### src/rtl/program_loader_pkg.sv
// Shared types and widths for the boot-time program loader.
package risc_loader_pkg;

    localparam int unsigned WORD_SIZE = 8;
    localparam int unsigned ADDR_SIZE = 8;

    // Loader FSM states
    typedef enum logic [2:0] {
        S_IDLE = 3'd0,
        S_LEN  = 3'd1,
        S_DATA = 3'd2,
        S_CSUM = 3'd3,
        S_RUN  = 3'd4,
        S_ERR  = 3'd5
    } state_t;

    // One SRAM write beat
    typedef struct packed {
        logic [ADDR_SIZE-1:0] addr;
        logic [WORD_SIZE-1:0] data;
    } mem_wr_t;

endpackage

### src/rtl/program_loader_if.sv
// Byte-stream input handshake plus SRAM write port of the program loader.
interface program_loader_if;
    import risc_loader_pkg::*;

    logic                 in_valid;
    logic [WORD_SIZE-1:0] in_data;
    logic                 in_ready;
    logic [ADDR_SIZE-1:0] mem_addr;
    logic [WORD_SIZE-1:0] mem_data;
    logic                 mem_write;

    // Environment side: sources the stream, observes the SRAM writes
    modport master (
        output in_valid, in_data,
        input  in_ready, mem_addr, mem_data, mem_write
    );

    // Loader side
    modport slave (
        input  in_valid, in_data,
        output in_ready, mem_addr, mem_data, mem_write
    );

endinterface

### src/rtl/program_loader.sv
// Boot loader: parses LEN / payload / CSUM frames, writes the payload to SRAM
// and releases the processor reset only after a good checksum.
module program_loader
    import risc_loader_pkg::*;
#(
    parameter logic [ADDR_SIZE-1:0] LOAD_BASE = ADDR_SIZE'(0)
) (
    input  logic              clk,
    input  logic              rst,
    input  logic              reload,
    program_loader_if.slave   bus,
    output logic              cpu_rst_n,
    output logic              load_done,
    output logic              load_err
);

    state_t               state_q, state_d;
    logic [WORD_SIZE-1:0] remaining_q, remaining_d;
    logic [ADDR_SIZE-1:0] index_q, index_d;
    logic [WORD_SIZE-1:0] acc_q, acc_d;
    mem_wr_t              mem_wr_q, mem_wr_d;
    logic                 mem_write_q, mem_write_d;
    logic                 cpu_rst_n_q, cpu_rst_n_d;
    logic                 load_done_q, load_done_d;
    logic                 load_err_q, load_err_d;
    logic                 in_ready_c;
    logic                 xfer_c;

    // Ready is a pure state decode so it never waits on in_valid
    assign in_ready_c = (state_q == S_LEN) || (state_q == S_DATA) || (state_q == S_CSUM);
    assign xfer_c     = bus.in_valid && in_ready_c;

    // Next-state, frame bookkeeping and registered-output inputs
    always_comb begin
        state_d     = state_q;
        remaining_d = remaining_q;
        index_d     = index_q;
        acc_d       = acc_q;
        mem_wr_d    = mem_wr_q;
        mem_write_d = 1'b0;

        if (reload) begin
            // Restart wins over any byte offered in the same cycle
            state_d     = S_LEN;
            remaining_d = '0;
            index_d     = '0;
            acc_d       = '0;
        end else begin
            case (state_q)
                S_IDLE: state_d = S_LEN;
                S_LEN: begin
                    if (xfer_c) begin
                        if (bus.in_data == '0) begin
                            state_d = S_ERR;
                        end else begin
                            remaining_d = bus.in_data;
                            acc_d       = '0;
                            index_d     = '0;
                            state_d     = S_DATA;
                        end
                    end
                end
                S_DATA: begin
                    if (xfer_c) begin
                        mem_write_d   = 1'b1;
                        mem_wr_d.addr = LOAD_BASE + index_q;
                        mem_wr_d.data = bus.in_data;
                        acc_d         = acc_q + bus.in_data;
                        index_d       = index_q + ADDR_SIZE'(1);
                        remaining_d   = remaining_q - WORD_SIZE'(1);
                        if (remaining_q == WORD_SIZE'(1)) begin
                            state_d = S_CSUM;
                        end
                    end
                end
                S_CSUM: begin
                    if (xfer_c) begin
                        state_d = (WORD_SIZE'(acc_q + bus.in_data) == '0) ? S_RUN : S_ERR;
                    end
                end
                S_RUN, S_ERR: begin
                    state_d = state_q;
                end
                default: state_d = S_IDLE;
            endcase
        end

        // Status follows the state being entered, giving one-cycle latency
        cpu_rst_n_d = (state_d == S_RUN);
        load_done_d = (state_d == S_RUN);
        load_err_d  = (state_d == S_ERR);
    end

    // State and output registers
    always_ff @(posedge clk or negedge rst) begin
        if (!rst) begin
            state_q     <= S_IDLE;
            remaining_q <= '0;
            index_q     <= '0;
            acc_q       <= '0;
            mem_wr_q    <= '0;
            mem_write_q <= 1'b0;
            cpu_rst_n_q <= 1'b0;
            load_done_q <= 1'b0;
            load_err_q  <= 1'b0;
        end else begin
            state_q     <= state_d;
            remaining_q <= remaining_d;
            index_q     <= index_d;
            acc_q       <= acc_d;
            mem_wr_q    <= mem_wr_d;
            mem_write_q <= mem_write_d;
            cpu_rst_n_q <= cpu_rst_n_d;
            load_done_q <= load_done_d;
            load_err_q  <= load_err_d;
        end
    end

    assign bus.in_ready  = in_ready_c;
    assign bus.mem_addr  = mem_wr_q.addr;
    assign bus.mem_data  = mem_wr_q.data;
    assign bus.mem_write = mem_write_q;
    assign cpu_rst_n     = cpu_rst_n_q;
    assign load_done     = load_done_q;
    assign load_err      = load_err_q;

endmodule

### src/flat_wrapper.sv
// flat-port wrapper written by rule: the top's interface ports become plain ports
module program_loader_flat import risc_loader_pkg::*;
#(
    parameter logic [ADDR_SIZE-1:0] LOAD_BASE = ADDR_SIZE'(0)
)
  (clk, rst, reload, cpu_rst_n, load_done, load_err, bus_in_valid, bus_in_data, bus_in_ready, bus_mem_addr, bus_mem_data, bus_mem_write);
  program_loader_if bus_i ();
  input  logic clk;
  input  logic rst;
  input  logic reload;
  output logic cpu_rst_n;
  output logic load_done;
  output logic load_err;
  input wire logic [$bits(bus_i.in_valid)-1:0] bus_in_valid;
  input wire logic [$bits(bus_i.in_data)-1:0] bus_in_data;
  output wire logic [$bits(bus_i.in_ready)-1:0] bus_in_ready;
  output wire logic [$bits(bus_i.mem_addr)-1:0] bus_mem_addr;
  output wire logic [$bits(bus_i.mem_data)-1:0] bus_mem_data;
  output wire logic [$bits(bus_i.mem_write)-1:0] bus_mem_write;
  assign bus_i.in_valid = bus_in_valid;
  assign bus_i.in_data = bus_in_data;
  assign bus_in_ready = bus_i.in_ready;
  assign bus_mem_addr = bus_i.mem_addr;
  assign bus_mem_data = bus_i.mem_data;
  assign bus_mem_write = bus_i.mem_write;
  program_loader #(.LOAD_BASE(LOAD_BASE)) u_core (.clk(clk), .rst(rst), .reload(reload), .bus(bus_i), .cpu_rst_n(cpu_rst_n), .load_done(load_done), .load_err(load_err));
endmodule
### config.mk
export PLATFORM = sky130hd
export DESIGN_NAME = program_loader_flat
export DESIGN_NICKNAME = d
export VERILOG_FILES = /design/src/rtl/program_loader_pkg.sv /design/src/rtl/program_loader_if.sv /design/src/rtl/program_loader.sv /design/src/flat_wrapper.sv
export SDC_FILE = /design/constraint.sdc
export NUM_CORES = 1
export LEC_CHECK = 0
export ABC_AREA = 1
export CELL_PAD_IN_SITES_DETAIL_PLACEMENT = 0
export CELL_PAD_IN_SITES_GLOBAL_PLACEMENT = 1
export CORE_AREA = 2 2 86 88
export CTS_CLUSTER_SIZE = 40
export DETAILED_ROUTE_END_ITERATION = 8
export DIE_AREA = 0 0 88 90
export GPL_ROUTABILITY_DRIVEN = 0
export PLACE_DENSITY_LB_ADDON = 0.12
export SLEW_MARGIN = 25
export SYNTH_ARGS = -nofsm -noshare
export SYNTH_HDL_FRONTEND = slang
export SYNTH_SLANG_ARGS = --single-unit
### constraint.sdc
create_clock -name clk -period 1.85 [get_ports clk]
set_input_delay 0.185 -clock clk [delete_from_list [all_inputs] [get_ports clk]]
set_output_delay 0.185 -clock clk [all_outputs]
set_load 0.1 [all_outputs]
==> metrics list, run 1 <==
- The run finished with clean final reports.
* Share of total power in sequential cells: about a third
* Transition time at the pin with the least slew margin: ~0.34 ns
- In this run the power density over the cells is 1030 nW/um2.
- Share of layout cells above drive strength 1: a little under a quarter
* Clock Pin Slew Worst Setup and Hold Paths: 0.09 ns
- VDD sags by at most roughly 0.00070 V.
* Critical Path RT: approximately 2 ns
* Inst Count DP: between 400 and 500
* Syn nets: ~340
- In this run, the number of DRC markers left after iteration 0 of detailed routing was just under 90.
- Proportion of power drawn by the clock network: between 20% and 30%
* Setup CP Type: register to register
- Number of logic stages on the critical path including buffering: 11
* Clock tree from TritonCTS: built
* Filler Cells Inserted: roughly 740
- Reported max-cap violation count: 0
- CTS saw 46 sinks.
* Total number of nets in the final design: around 400
- Core Area: 7020 um2
- Final worst hold slack: about 0.37 ns
- Counting flops with a built-in enable in the synthesized netlist gives 0.
* Non-Filler Instances: ~480
* Max transition margin: just under 80%
- Chip width: about 90 um
* Critical path startpoint category: register
* Cell family contributing the most delay on the critical path: simple AND/OR/NAND/NOR gates
- Between clock sinks in the finished design, the worst skew comes to 0.00932 ns.
- Setup repair after global routing could not meet its margin everywhere.
- Internal power summed over all cells: around 0.0019 W
* Number of nets with antenna violations after routing: 0
- Count of pins on the block boundary: 33
* Net switching component of the power: 0.00151 W
- In the final routed layout, each cell accounts on average for approximately 13 um.
- Per report_power, the combinational group accounts for a little over two fifths of the total.
* Port bufs: 32
- Post-synth cell types: 32
* Post-synthesis sequential area ratio: ~46%
- Kind of end point of the critical path: register
* Crit path top cell by count: sky130_fd_sc_hd__nand2_1
- In the synthesized netlist the dominant register cell turns out to be sky130_fd_sc_hd__dfrtp_1.
- The initial utilization of the core area, before any placement, comes to 35.6%.
- Cell-by-cell listing of the critical path: ha_2, fa_2, xor2_1, nor2_1, nand3_1, nor2_1, nand2_1, nand2_1, nand3_2, nand2_1, inv_1
- Cts bufs inserted: 5
- Post-route clock period utilization: around 100%
* Register area: roughly 1200 um2
- Clk_lat worst skew: about 0.30 ns
- Dividing the synthesized area by the synthesized cell count gives roughly 8 um2.
- Detailed placement ended at an HPWL of 4740 um.
- Post-synth top area cell: sky130_fd_sc_hd__dfrtp_1
* Die area: between 7000 and 8000 um2
* Switching Fraction: 44.4%
- Die height: 90 um
- Crit path setup slack, layout: around 0.0073 ns
- After routing, the total negative slack on setup checks comes to 0 ns.
- Summing every instance area after synthesis gives around 2500 um2.
- Number of core rows: 31
* Most frequent cells after synthesis: sky130_fd_sc_hd__nand2_1 (64), sky130_fd_sc_hd__dfrtp_1 (46), sky130_fd_sc_hd__inv_1 (45)
- Highest achievable clock rate: around 540 MHz
- Data arrival time at the worst-slack endpoint: between 2 and 2.5 ns
- In this run the number of H-tree levels came out at 2.
- The number of antenna violations at the first check in global routing is 0.
- On the worst path, the slowest cell contributes a delay of 0.39 ns.
* First-pass DRT Iterations: 4
* Number of DRC violations after detailed routing: 0
- Number of storage elements in the synthesis netlist: between 40 and 50
* Async set-reset flop share out of synthesis: 100%
* Vias in the first global route: 2217
* Top fanout value on the critical path: 3
- The number of antenna diodes in the final layout is 0.
- Pre-CTS WS: -0.375 ns
- The tree is rooted in a sky130_fd_sc_hd__clkbuf_8.
- Synthesis warning total: 0
- Hold/Removal Path Class: input pin to async pin
* Largest net degree at the start of global routing: 47
- Most frequent cell after synthesis: sky130_fd_sc_hd__nand2_1
- Across every metal layer, demand over resource in global routing totals ~17%.
- Using the TritonRoute via totals, the vias-per-cell ratio works out to between 4 and 5.
- For this block, the routed nets add up to 6140 um of wire.
* Total number of vias: between 2000 and 2500
- Synthesis produced between 300 and 400 cells.
- Aggregate global routing overflow: 0
- Number of endpoints failing setup at the final stage: 0
- First-pass GRT wire length: roughly 11000 um
* Area used by multi-input combinational logic: roughly 1200 um2
- Counting along the longest clock path gives a buffer depth of 2.
- The number of failing hold endpoints at the final stage was 0.
* Crit path buffers/inverters: 1
- Number of max-slew violations in the final report: 0
- Post-layout utilization of the core: between 40% and 50%
- Slowest stage cell on the critical path: sky130_fd_sc_hd__dfrtp_1
- Minimum period implied by the final worst setup slack: 1.84 ns
- Area growth from synthesis to layout: 32.9%
- Of the post-synthesis cell area, the dominant cell type holds approximately 46%.
- Depth of the most critical reg-to-reg path: 11
* Largest cells by area after synthesis: sky130_fd_sc_hd__dfrtp_1 (46%), sky130_fd_sc_hd__nand2_1 (9.6%), sky130_fd_sc_hd__inv_1 (6.8%), sky130_fd_sc_hd__o21ai_0 (6.4%), sky130_fd_sc_hd__ha_1 (5.0%)
- The analysis attributes to cell leakage a power of roughly 1.7 nW.
-- flip-flops by register name, indices dropped and copies added, names as in the netlist --
register              flops
u_core.index_q            8
u_core.remaining_q        8
u_core.acc_q              8
u_core.load_err           1
u_core.bus.mem_write      1
u_core.bus.mem_addr       8
u_core.cpu_rst_n          1
u_core.state_q            3
u_core.bus.mem_data       8
-- logic make-up after synthesis --
family	count (synthesis)	share of synthesized area (%)
compound gates	65	14.5
xor+xnor	5	1.75
fa+ha+maj	11	5.81
buf+inv	56	8.96
flops	46	46.0
mux	1	0.400
simple gates	128	22.5
-- layout make-up --
cell class                      count  share of cell area (%)
Sequential cell                    46                    34.6
Inverter                           49                    5.53
Tap cell                           99                    3.73
Clock buffer                        6                    2.18
Timing Repair Buffer               70                    17.8
Multi-Input combinational cell    210                    35.0
Clock inverter                      2                    1.13
-- cells in the final DEF, fill, tap and decap left out, types with 7 or more instances in the layout --
master / count
sky130_fd_sc_hd__o22ai_1: 7
sky130_fd_sc_hd__dfrtp_1: 46
sky130_fd_sc_hd__buf_4: 55
sky130_fd_sc_hd__a21oi_1: 16
sky130_fd_sc_hd__nor2_1: 20
sky130_fd_sc_hd__nand2_1: 63
sky130_fd_sc_hd__nor3_1: 7
sky130_fd_sc_hd__ha_1: 8
sky130_fd_sc_hd__inv_1: 45
sky130_fd_sc_hd__o21ai_0: 32
sky130_fd_sc_hd__clkdlybuf4s50_1: 9
sky130_fd_sc_hd__nand3_1: 19
-- timing repair --
item,in CTS,in global routing
cloned,0,0
setup endpoints to repair,3,6
buffers inserted,1,0
pin swaps,1,3
endpoints found under the hold margin,46,0
hold buffers,1,0
resized for setup,3,5
-- worst reg2reg max path, cell delays in order (launching register included) --
cell and delay, ns:
sky130_fd_sc_hd__dfrtp_1 0.39, sky130_fd_sc_hd__ha_2 0.19, sky130_fd_sc_hd__fa_2 0.37, sky130_fd_sc_hd__xor2_1 0.18
sky130_fd_sc_hd__nor2_1 0.11, sky130_fd_sc_hd__nand3_1 0.10, sky130_fd_sc_hd__nor2_1 0.09, sky130_fd_sc_hd__nand2_1 0.08
sky130_fd_sc_hd__nand2_1 0.07, sky130_fd_sc_hd__nand3_2 0.07, sky130_fd_sc_hd__nand2_1 0.06, sky130_fd_sc_hd__inv_1 0.04
-- path summary, 6_finish.rpt --
path / slack (ns) / start / endpoint
max: 0.007 / u_core.acc_q[0]$_DFFE_PN0P_ / u_core.load_err$_DFF_PN0_
min: 0.37 / rst / u_core.state_q[1]$_DFF_PN0_
max reg2reg: 0.007 / u_core.acc_q[0]$_DFFE_PN0P_ / u_core.load_err$_DFF_PN0_
min reg2reg: 0.49 / u_core.bus.mem_addr[3]$_DFFE_PN0P_ / u_core.bus.mem_addr[3]$_DFFE_PN0P_
max in group asynchronous: 1.22 / rst / u_core.acc_q[3]$_DFFE_PN0P_
min in group clk: 0.47 / bus_in_data[1] / u_core.remaining_q[1]$_DFFE_PN0P_
-- per-layer routing --
layer | part of all wire (%) | track usage (%)
met5 | 0 | 0
met4 | 0.94 | 3.85
met3 | 3.1 | 3.31
met2 | 47 | 27.1
met1 | 49 | 23.9
-- power groups by stage --
stage	clock (W)	combinational, W	sequential (W)
after detailed placement	0	0.00147	0.00122
after CTS	0.000780	0.00147	0.00120
after global placement	0	0.00146	0.00122
after floorplan	0	0.000363	0.00192
final	0.000750	0.00146	0.00120
after global routing	0.000823	0.00156	0.00122
-- through the flow --
step	area, um2	total power [W]
2_1_floorplan	2500	0.00228
3_3_place_gp	3160	0.00268
3_5_place_dp	3160	0.00269
4_1_cts	3300	0.00346
5_1_grt	3320	0.00360
6_report	3320	0.00341
No activity file was read; power rests on OpenSTA's default activity.
==> inputs of run 2 (changes only) <==
--- a/config.mk
+++ b/config.mk
@@ -13,6 +13,7 @@
 export DETAILED_ROUTE_END_ITERATION = 8
 export DIE_AREA = 0 0 88 90
 export GPL_ROUTABILITY_DRIVEN = 0
+export HOLD_SLACK_MARGIN = 0.08
 export PLACE_DENSITY_LB_ADDON = 0.12
 export SLEW_MARGIN = 25
 export SYNTH_ARGS = -nofsm -noshare
==> results of run 2 <==
Final layout, timing and power as in run 1 (identical DEF).
==> RTL change: new RTL, settings of run 2 <==
The 6 states of `state_t` get a one-hot encoding in 6 bits.
--- a/src/rtl/program_loader_pkg.sv
+++ b/src/rtl/program_loader_pkg.sv
@@ -6,11 +6,11 @@
 
     // Loader FSM states
-    typedef enum logic [2:0] {
-        S_IDLE = 3'd0,
-        S_LEN  = 3'd1,
-        S_DATA = 3'd2,
-        S_CSUM = 3'd3,
-        S_RUN  = 3'd4,
-        S_ERR  = 3'd5
+    typedef enum logic [5:0] {
+        S_IDLE = 6'b000001,
+        S_LEN  = 6'b000010,
+        S_DATA = 6'b000100,
+        S_CSUM = 6'b001000,
+        S_RUN  = 6'b010000,
+        S_ERR  = 6'b100000
     } state_t;
 
Behaviour: no difference found for any inputs over 4 cycles, from zero or initial values and one cycle with rst low; so few cycles prove little.
==> RTL change against run 2 <==
The run now ends with setup timing left; routed wire length grew 8.6%; area after synthesis grew 9.3%; first-iteration DRC count shrank 3.4%; power shrank 3.1%; design area grew 8.6%; sequential cell count grew 3; sequential power grew 5%; global-route usage grew 1.7 points; setup slack lost 0.16 ns; critical path depth grew 1; critical path type unchanged; largest cell class unchanged.
==> RTL change: results (changes against run 2) <==
failing checks: setup timing
critical-path maximum fanout: 2 (was 3)
worst slack, placed: -0.452 ns (was -0.375 ns)
status: finished, violations left (was complete, no violations)
Area contributors post-synth: dfrtp_1 (44%), nand2_1 (10%), inv_1 (6.7%), o21ai_0 (5.7%), ha_1 (4.6%) (was dfrtp_1 (46%), nand2_1 (9.6%), inv_1 (6.8%), o21ai_0 (6.4%), ha_1 (5.0%))
initial DRC count: 85 (was 88)
internal cell power: 1.83 mW (was 1.90 mW)
GRT Util Overall: 0.187 (was 0.170)
Synth cell types: 36 (was 32)
clock skew: 0.0114 ns (was 0.00932 ns)
largest net degree at the start of global routing: 37 (was 47)
GR Layer Usage met2: 0.300 (was 0.271)
setup ws final: -0.152 ns (was 0.00734 ns)
sequential area share after synthesis: 0.449 (was 0.460)
vias per inst: 4.78 (was 4.60)
FILL cells: 716 (was 741)
peak supply drop: 0.688 mV (was 0.703 mV)
critical path arrival: 2.19 ns (was 2.05 ns)
GR Layer Usage met3: 0.0285 (was 0.0331)
CP max stage delay: 0.54 ns (was 0.39 ns)
relative slew slack: 0.541 (was 0.769)
DPL Wire Length: 5030 µm (was 4740 µm)
count of final setup violators: 5 (was 0)
Leak: 1.78 nW (was 1.69 nW)
met1 usage: 0.261 (was 0.239)
-- RTL change: cell types whose count changed in the layout (fill, tap and decap cells not counted), moves of 3 or more --
cell	before	now
nor2_2	4	7
nand3_4	0	3
xor2_1	4	1
o21ai_1	0	4
nand3_1	19	12
nand2_1	63	66
nand2_2	4	12
a21oi_2	1	6
-- RTL change: worst paths after layout --
check                      cells after the start                            endpoint  slack [ns]                               start
max                                           12         u_core.state_q[5]$_DFF_PN0_       -0.15         u_core.acc_q[0]$_DFFE_PN0P_
min                                            2         u_core.acc_q[3]$_DFFE_PN0P_        0.44                                 rst
max reg2reg                                   12         u_core.state_q[5]$_DFF_PN0_       -0.15         u_core.acc_q[0]$_DFFE_PN0P_
min reg2reg                                    2  u_core.bus.mem_addr[6]$_DFFE_PN0P_        0.49  u_core.bus.mem_addr[6]$_DFFE_PN0P_
max in group asynchronous                      3  u_core.bus.mem_addr[3]$_DFFE_PN0P_        0.81                                 rst
min in group clk                               2  u_core.bus.mem_addr[6]$_DFFE_PN0P_        0.49  u_core.bus.mem_addr[6]$_DFFE_PN0P_
-- RTL change: cell families after synthesis --
kind of cell    after synthesis  synth area share
flops                        49             0.449
buf+inv                      62            0.0920
simple gates                141             0.245
compound gates               72             0.147
xor+xnor                      4            0.0128
fa+ha+maj                    11            0.0531
-- RTL change: stage by stage --
| stage | setup TNS (ns) | utilization | cells |
|---|---|---|---|
| floorplan | 0 | - | 339 |
| global placement | -2.07 | 0.483 | 496 |
| detailed placement | -2.64 | 0.483 | 496 |
| CTS | -0.383 | 0.504 | 509 |
| global route | -1.10 | 0.514 | 510 |
| finish | -0.535 | 0.514 | 510 |
-- RTL change: final cells by class --
cell class                 count  area share
sequential                    49       0.340
multi-input combinational    228       0.373
clock inverter                 3     0.00589
tap                           99      0.0343
clock buffer                   5      0.0191
inverter                      54      0.0568
timing repair buffer          72       0.171
-- RTL change: per-layer routing --
metal  vias up  wire, µm
met1      1155      3200
met3         8       169
li1       1244         -
met2        30      3210
met4         0        97
met5         -         0
-- RTL change: repair_timing --
action                                  in CTS  in global routing
hold endpoints to repair                    25                  0
pin swaps                                    7                 11
resized for setup                            6                 21
buffers inserted                             4                  1
hold buffers                                 1                  0
endpoints found under the setup margin       4                  7
-- RTL change: power groups by stage --
stage          Clock, mW  Combinational, mW  Sequential, mW
2_1_floorplan          0              0.401            1.86
3_3_place_gp           0               1.37            1.28
3_5_place_dp           0               1.37            1.29
4_1_cts            0.683               1.38            1.27
5_1_grt            0.724               1.48            1.28
6_report           0.664               1.38            1.26
